[src/rtl/dma_pkg.sv]
// Shared DMA definitions: master FSM state encoding and bus word size,
// used by both the read and write masters.
package dma_pkg;

  typedef enum logic [2:0] {
    ST_IDLE      = 3'd0,
    ST_ISSUE     = 3'd1,
    ST_WAIT_DATA = 3'd2,
    ST_PUSH      = 3'd3,
    ST_DONE      = 3'd4
  } dma_state_e;

  localparam int unsigned WORD_BYTES = 4;

  // Byte count rounded down to whole 32-bit words.
  function automatic logic [31:0] word_trunc(input logic [31:0] len);
    return {len[31:2], 2'b00};
  endfunction

endpackage

[src/rtl/read_master.sv]
// Avalon-MM read master: one outstanding single-word read at a time,
// each returned word pushed into a downstream FIFO.
module read_master
  import dma_pkg::*;
#(
  parameter int DATA_W    = 32,
  parameter int ADDR_STEP = WORD_BYTES
) (
  input  logic              iClk,
  input  logic              iReset_n,
  input  logic              Start,
  input  logic [31:0]       Length,
  input  logic [31:0]       RM_startaddress,
  output logic              oRM_read,
  output logic [31:0]       oRM_readaddress,
  input  logic              iRM_waitrequest,
  input  logic [DATA_W-1:0] iRM_readdata,
  input  logic              iRM_readdatavalid,
  input  logic              FF_full,
  output logic              FF_writerequest,
  output logic [DATA_W-1:0] FF_data,
  output logic              RM_done
);

  localparam logic [31:0] STEP = 32'(ADDR_STEP);

  dma_state_e        state_q;
  logic [31:0]       remaining_q;
  logic [31:0]       addr_q;
  logic              start_q;
  logic              read_q;
  logic              wr_q;
  logic              done_q;
  logic [DATA_W-1:0] data_q;
  logic              start_edge;

  assign start_edge = Start & ~start_q;

  always_ff @(posedge iClk or negedge iReset_n) begin
    if (!iReset_n) begin
      state_q     <= ST_IDLE;
      remaining_q <= '0;
      addr_q      <= '0;
      start_q     <= 1'b0;
      read_q      <= 1'b0;
      wr_q        <= 1'b0;
      done_q      <= 1'b0;
      data_q      <= '0;
    end else begin
      start_q <= Start;
      wr_q    <= 1'b0;
      case (state_q)
        ST_IDLE: begin
          // Start edges only count here; RM_done holds until a new request.
          if (start_edge) begin
            addr_q      <= RM_startaddress;
            remaining_q <= word_trunc(Length);
            done_q      <= 1'b0;
            state_q     <= (word_trunc(Length) == '0) ? ST_DONE : ST_ISSUE;
          end
        end
        ST_ISSUE: begin
          // FIFO space gates only the launch; a stalled command is never withdrawn.
          if (!read_q) begin
            if (!FF_full) read_q <= 1'b1;
          end else if (!iRM_waitrequest) begin
            read_q  <= 1'b0;
            state_q <= ST_WAIT_DATA;
          end
        end
        ST_WAIT_DATA: begin
          if (iRM_readdatavalid) begin
            data_q  <= iRM_readdata;
            wr_q    <= 1'b1;
            state_q <= ST_PUSH;
          end
        end
        ST_PUSH: begin
          addr_q      <= addr_q + STEP;
          remaining_q <= remaining_q - STEP;
          state_q     <= (remaining_q <= STEP) ? ST_DONE : ST_ISSUE;
        end
        ST_DONE: begin
          done_q  <= 1'b1;
          state_q <= ST_IDLE;
        end
        default: state_q <= ST_IDLE;
      endcase
    end
  end

  assign oRM_read        = read_q;
  assign oRM_readaddress = addr_q;
  assign FF_writerequest = wr_q;
  assign FF_data         = data_q;
  assign RM_done         = done_q;

endmodule

[config.mk]
export PLATFORM = sky130hd
export DESIGN_NAME = read_master
export DESIGN_NICKNAME = d
export VERILOG_FILES = /design/src/rtl/dma_pkg.sv /design/src/rtl/read_master.sv
export SDC_FILE = /design/constraint.sdc
export NUM_CORES = 1
export LEC_CHECK = 0
export ABC_AREA = 0
export CORE_ASPECT_RATIO = 0.7
export CORE_MARGIN = 5
export CORE_UTILIZATION = 40
export CTS_CLUSTER_SIZE = 40
export DETAILED_ROUTE_END_ITERATION = 8
export DONT_BUFFER_PORTS = 1
export PLACE_DENSITY = 0.55
export SLEW_MARGIN = 40
export SYNTH_ARGS = -nofsm -noshare
export SYNTH_HDL_FRONTEND = slang
export SYNTH_SLANG_ARGS = --single-unit
export TNS_END_PERCENT = 100
[constraint.sdc]
create_clock -name iClk -period 2.46 [get_ports iClk]
set_clock_uncertainty 0.1 [all_clocks]
set_input_delay 0.246 -clock iClk [delete_from_list [all_inputs] [get_ports iClk]]
set_output_delay 0.246 -clock iClk [all_outputs]
set_load 0.01 [all_outputs]
==> flow_summary.toml, run 1 <==
[worst_setup_path]
reg2reg_setup_slack_ns = 0.22
path_class = "reg2reg"
worst_path_max_delay_cell = "and3b_1"
critical_path_buf_inv_count = 0
end_kind = "flop"
cp.required_ns = 2.60
start_kind = "flop"
cp_max_fo = 9
path_cells = "and3b_1, nand3_1, nor2_1, a211oi_1, a311oi_1"
critPathTopFamily = "simple AND/OR/NAND/NOR gates"
max_stage_delay_ns = 0.53
arrival_ns = 2.38

[clocking]
cts_sinks = 101
clk_pin_slew_ns = 0.07
cts_buffers = 9
h-tree-depth = 3
clock_path_buffers = 2
root_buffer = "clkbuf_16"
cts_hold_buf = 87
clock_latency_ns = 0.34
cts_tree = "built"
postCtsSetupBuffers = 0

[timing]
hold_viol = 101
period_needed_ns = 2.244
setup_tns_ns = 0
period_share_pct = 91.23
rsz0062_at_grt = "no"
slew_violations = 0
slew_headroom_pct = 51.43
setup_viol = 0
hold_ws_ns = -0.5041
worst_pin_slew_ns = 0.7259
fmax_mhz = 445.6

[placed_design]
dp.cells = 678
port_buffers = 0
dp_hpwl_mm = 10.34
placed_cell_area_mm2 = 0.005450
routabilityCongestion = 0.8803

[floorplan]
die_height_um = 105.2
core_mm2 = 0.01255
die_area_mm2 = 0.01535
rows = 34
start_util_pct = 41.24
ios = 169
dieWidth_um = 146.0

[detailed_routing]
wl_per_cell_um = 19.14
wirelength_mm = 14.95
vias = 4587
avgViaCountPerCell = 5.873
ant_nets = 0
drc = 0
drt_iter0_markers = 199
drt_first_pass_iters = 5

[hold_path]
hp-class = "in2async"

[finish]
final_core_util_pct = 52.65
final_nets = 719
layout-drive-gt1-share_pct = 14.22
fin_cells = 781
final_area_mm2 = 0.006608
syn_to_final_growth_pct = 27.68
diodes = 0
fillers = 1125

[synth]
synthCells = 519
synth_common_cells = "dfrtp_1 (101), nor2_1 (56), nand2_1 (53)"
yosys.cell_count.top_type = "dfrtp_1"
yosysWarnings = 0
synth_area_leader_cell = "dfrtp_1"
synth_flop_cell = "dfrtp_1"
synth-async-reset-ratio_pct = 100.0
yosys-top-cells-area = "dfrtp_1 (49%), mux2_2 (7.0%), nor2_1 (4.1%), nand2_1 (3.8%), nor4_1 (2.7%)"
synth.avg_cell_area_um2 = 9.971
synth_area_mm2 = 0.005175
yosysUniqueCellTypes = 57
ys_seq_area_share_pct = 48.84
synth_top_area_share_pct = 48.84
synth_seq_cells = 101
syn_nets = 624
synth_edf_count = 0

[status]
violations = "negative hold slack"
outcome = "complete, but fails checks"

[power_and_ir_drop]
ir_drop_mv = 0.3729
p_per_area_mw_per_mm2 = 1058
p_leak_nw = 2.575

[global_routing]
grt.overflow.total = 0
grt_use_total_pct = 19.76
grt_pass1_vias = 4639
grt_pass1_wl_mm = 24.77
antenna_found_initial = 0
grt_max_degree = 102

[job]
max_cap_viol_count = 0
-- worst reg2reg max path, delay by kind of cell, from the launching register on --
family | cells | cell delay, ns
AO/OA/AOI/OAI | 2 | 0.39
AND/OR/NAND/NOR | 3 | 1.19
flip-flops | 1 | 0.47
-- metal layers --
metal	GRT usage (%)	up-vias	part of all wire (%)
li1	-	2162	-
met1	26.40	2233	44
met2	31.08	166	47
met3	5.798	26	7.1
met4	6.301	0	2.0
met5	0	-	0
-- cell families (layout without fill, tap and decap cells) --
| logic type | Yosys count | after routing | synth area share (%) |
|---|---|---|---|
| AO/OA/AOI/OAI | 113 | 113 | 15.81 |
| multiplexers | 36 | 36 | 7.737 |
| buffers and inverters | 33 | 133 | 3.047 |
| flip-flops | 101 | 101 | 48.84 |
| adder cells (fa/ha/maj) | 3 | 3 | 0.7254 |
| AND/OR/NAND/NOR | 233 | 233 | 23.84 |
-- state kept, by name, summed over array words and instances, names as in the netlist --
signal,cells
RM_done,1
remaining_q,30
oRM_readaddress,32
oRM_read,1
state_q,3
FF_writerequest,1
FF_data,32
start_q,1
-- report_power, final --
| part | internal, mW | switching (mW) |
|---|---|---|
| registers | 2.42 | 1.07 |
| clock network | 0.741 | 0.611 |
| logic | 1.08 | 1.07 |
-- cell type report --
cell class,instances,area (um^2),area share [%]
clock buffer,13,260.3,3.939
clock inverter,3,20.02,0.3030
inverter,5,18.77,0.2840
multi-input combinational,385,2507,37.95
sequential,101,2527,38.25
tap,162,202.7,3.068
timing repair buffer,112,1071,16.21
-- per-stage QoR --
stage | setup slack, ns | hold slack [ns] | total power [mW]
global placement | 0.2451 | -0.1470 | 5.451
finish | 0.2158 | -0.5041 | 6.992
floorplan | 0.4262 | -0.1496 | 4.869
CTS | 0.1646 | -0.5220 | 7.046
detailed placement | 0.1991 | -0.1473 | 5.542
global route | 0.02240 | -0.5290 | 7.497
-- cell usage in the layout (no fill, tap or decap), types with 6 or more instances in the layout --
| master | netlist | final |
|---|---|---|
| buf_4 | 1 | 24 |
| dfrtp_1 | 101 | 101 |
| o311ai_0 | 6 | 6 |
| nand2_1 | 53 | 53 |
| o211ai_1 | 11 | 11 |
| a21oi_1 | 16 | 16 |
| clkbuf_16 | 0 | 9 |
| nand3_1 | 24 | 24 |
| o21ai_0 | 17 | 17 |
| a221o_1 | 9 | 9 |
| a211oi_1 | 12 | 12 |
| mux2_2 | 32 | 32 |
| o21a_1 | 6 | 6 |
| nor4_1 | 22 | 21 |
| dlygate4sd3_1 | 0 | 87 |
| nor3_1 | 25 | 25 |
| nand4_1 | 12 | 12 |
| nor2_1 | 56 | 56 |
-- repair_timing --
item                                    4_1_cts  5_1_grt
endpoints found under the hold margin       188      101
endpoints found under the setup margin        0        1
resized for setup                             0        1
-- final timing paths --
| kind | startpoint | endpoint | depth (start not counted) |
|---|---|---|---|
| max | state_q[2] | remaining_q[17] | 5 |
| min | iReset_n | FF_data[20] | 0 |
| max reg2reg | state_q[2] | remaining_q[17] | 5 |
| min reg2reg | remaining_q[26] | remaining_q[26] | 1 |
| max in group asynchronous | iReset_n | oRM_readaddress[3] | 0 |
| min in group iClk | RM_startaddress[9] | oRM_readaddress[9] | 2 |
Power figures use the tool's default switching activity.
==> inputs of run 2 (changes only) <==
--- a/config.mk
+++ b/config.mk
@@ -13,6 +13,7 @@
 export DETAILED_ROUTE_END_ITERATION = 8
 export DONT_BUFFER_PORTS = 1
 export PLACE_DENSITY = 0.55
+export SKIP_CTS_REPAIR_TIMING = 1
 export SLEW_MARGIN = 40
 export SYNTH_ARGS = -nofsm -noshare
 export SYNTH_HDL_FRONTEND = slang
==> run 2 against run 1 <==
The flow still finishes with violations (negative hold slack); routed wire length grew 0.70%; non-clock buffer count is 6 lower; global-route usage down 1.3 points; clock-buffer cell count is the same; combinational power about the same; hold slack worse by 0.00091 ns; worst setup slack better by 0.0026 ns; cell count down 0.77%; sequential power hardly changed; highest routed layer unchanged; core utilization is 0.48 points lower; register-to-register slack about the same; first-iteration DRC count is 24% higher.
==> flow_summary.toml, run 2 (synthesis gave the netlist of run 1 again) <==
[worst_setup_path]
reg2reg_from = "state_q[2]"
worst_r2r_endpoint = "remaining_q[17]"
path_class = "reg2reg"
start_kind = "flop"
cp_max_fo = 9
arrival_ns = 2.38
cp.required_ns = 2.60
reg2reg_setup_slack_ns = 0.22
end_kind = "flop"
reg2reg_depth = 5

[clocking]
clock_path_buffers = 2
cts_sinks = 101
root_buffer = "clkbuf_16"
h-tree-depth = 3
clock_latency_ns = 0.34
cts_tree = "built"
clk_pin_slew_ns = 0.07
cts_buffers = 9

[detailed_routing]
ant_nets = 0
avgViaCountPerCell = 5.884
drt_iter0_markers = 246
vias = 4560
wirelength_mm = 15.05
drt_first_pass_iters = 5
drc = 0
wl_per_cell_um = 19.42

[floorplan]
ios = 169
core_mm2 = 0.01255
die_area_mm2 = 0.01535
rows = 34
start_util_pct = 41.24
dieWidth_um = 146.0
die_height_um = 105.2

[finish]
syn_to_final_growth_pct = 26.52
fillers = 1134
diodes = 0
final_cell_mix = "dfrtp_1 (101), dlygate4sd3_1 (81), nor2_1 (56)"
final_area_mm2 = 0.006548
final_core_util_pct = 52.17
fin_cells = 775
final_common_cell = "dfrtp_1"
final_nets = 713
layout-drive-gt1-share_pct = 14.36

[timing]
worst_slack_ns = 0.2184
hold_ws_ns = -0.5050
worst_pin_slew_ns = 0.7008
slew_headroom_pct = 53.11
period_needed_ns = 2.242
hold_viol = 105
rsz0062_at_grt = "no"
slew_violations = 0
period_share_pct = 91.12
setup_viol = 0
setup_tns_ns = 0
fmax_mhz = 446.1

[power_and_ir_drop]
p_leak_nw = 2.550
p_per_area_mw_per_mm2 = 1068
ir_drop_mv = 0.3751

[placed_design]
dp.cells = 678
placed_cell_area_mm2 = 0.005450
place_ws_ns = 0.1991
port_buffers = 0
dp_hpwl_mm = 10.34
routabilityCongestion = 0.8803

[status]
violations = "negative hold slack"
outcome = "complete, but fails checks"

[job]
max_cap_viol_count = 0

[global_routing]
grt_max_degree = 102
antenna_found_initial = 0
grt_pass1_wl_mm = 23.02
grt_pass1_vias = 4146
grt.overflow.total = 0
grt_use_total_pct = 18.49

[hold_path]
hp-class = "in2async"
[run 2: changes by cell type in the layout (fill, tap and decap cells not counted), sizes merged]
cell,before,now
dlygate4sd3,87,81
[run 2: layout make-up]
class | instances | area, um^2 | area share, %
clock buffer | 13 | 260.3 | 3.975
clock inverter | 3 | 20.02 | 0.3058
timing repair buffer | 106 | 1011 | 15.44
sequential | 101 | 2527 | 38.60
tap | 162 | 202.7 | 3.096
inverter | 5 | 18.77 | 0.2866
multi-input combinational | 385 | 2507 | 38.30
[run 2: how the worst max path moves through the flow]
stage | slack, ns | end | startpoint | cells past startpoint
floorplan | 0.43 | oRM_readaddress[21] | state_q[0] | 8
global placement | 0.25 | remaining_q[11] | state_q[2] | 5
detailed placement | 0.20 | remaining_q[11] | state_q[2] | 5
CTS | 0.16 | remaining_q[17] | state_q[2] | 5
global route | 0.02 | remaining_q[17] | state_q[2] | 5
finish | 0.22 | remaining_q[17] | state_q[2] | 5
[run 2: worst max-delay path, cell delays in order, from the launching register on]
cell      delay, ns
dfrtp_1        0.47
and3b_1        0.53
nand3_1        0.34
nor2_1         0.30
a211oi_1       0.12
a311oi_1       0.27
[run 2: routing by layer]
layer,share of wire (%),GRT usage [%],vias to the layer above
met2,47,28.56,183
met3,7.5,5.019,15
met1,44,25.96,2214
met5,0,0,-
li1,-,-,2148
met4,1.1,4.472,0
[run 2: report_power, final]
part,leakage [nW],internal [mW],switching [mW]
clock,0.132,0.741,0.614
combinational,1.22,1.08,1.07
sequential,1.20,2.42,1.07
[run 2: metrics by stage]
step | total power [mW] | hold WS [ns]
global route | 7.497 | -0.5289
detailed placement | 5.542 | -0.1473
finish | 6.994 | -0.5050
CTS | 6.932 | -0.5220
global placement | 5.451 | -0.1470
floorplan | 4.869 | -0.1496
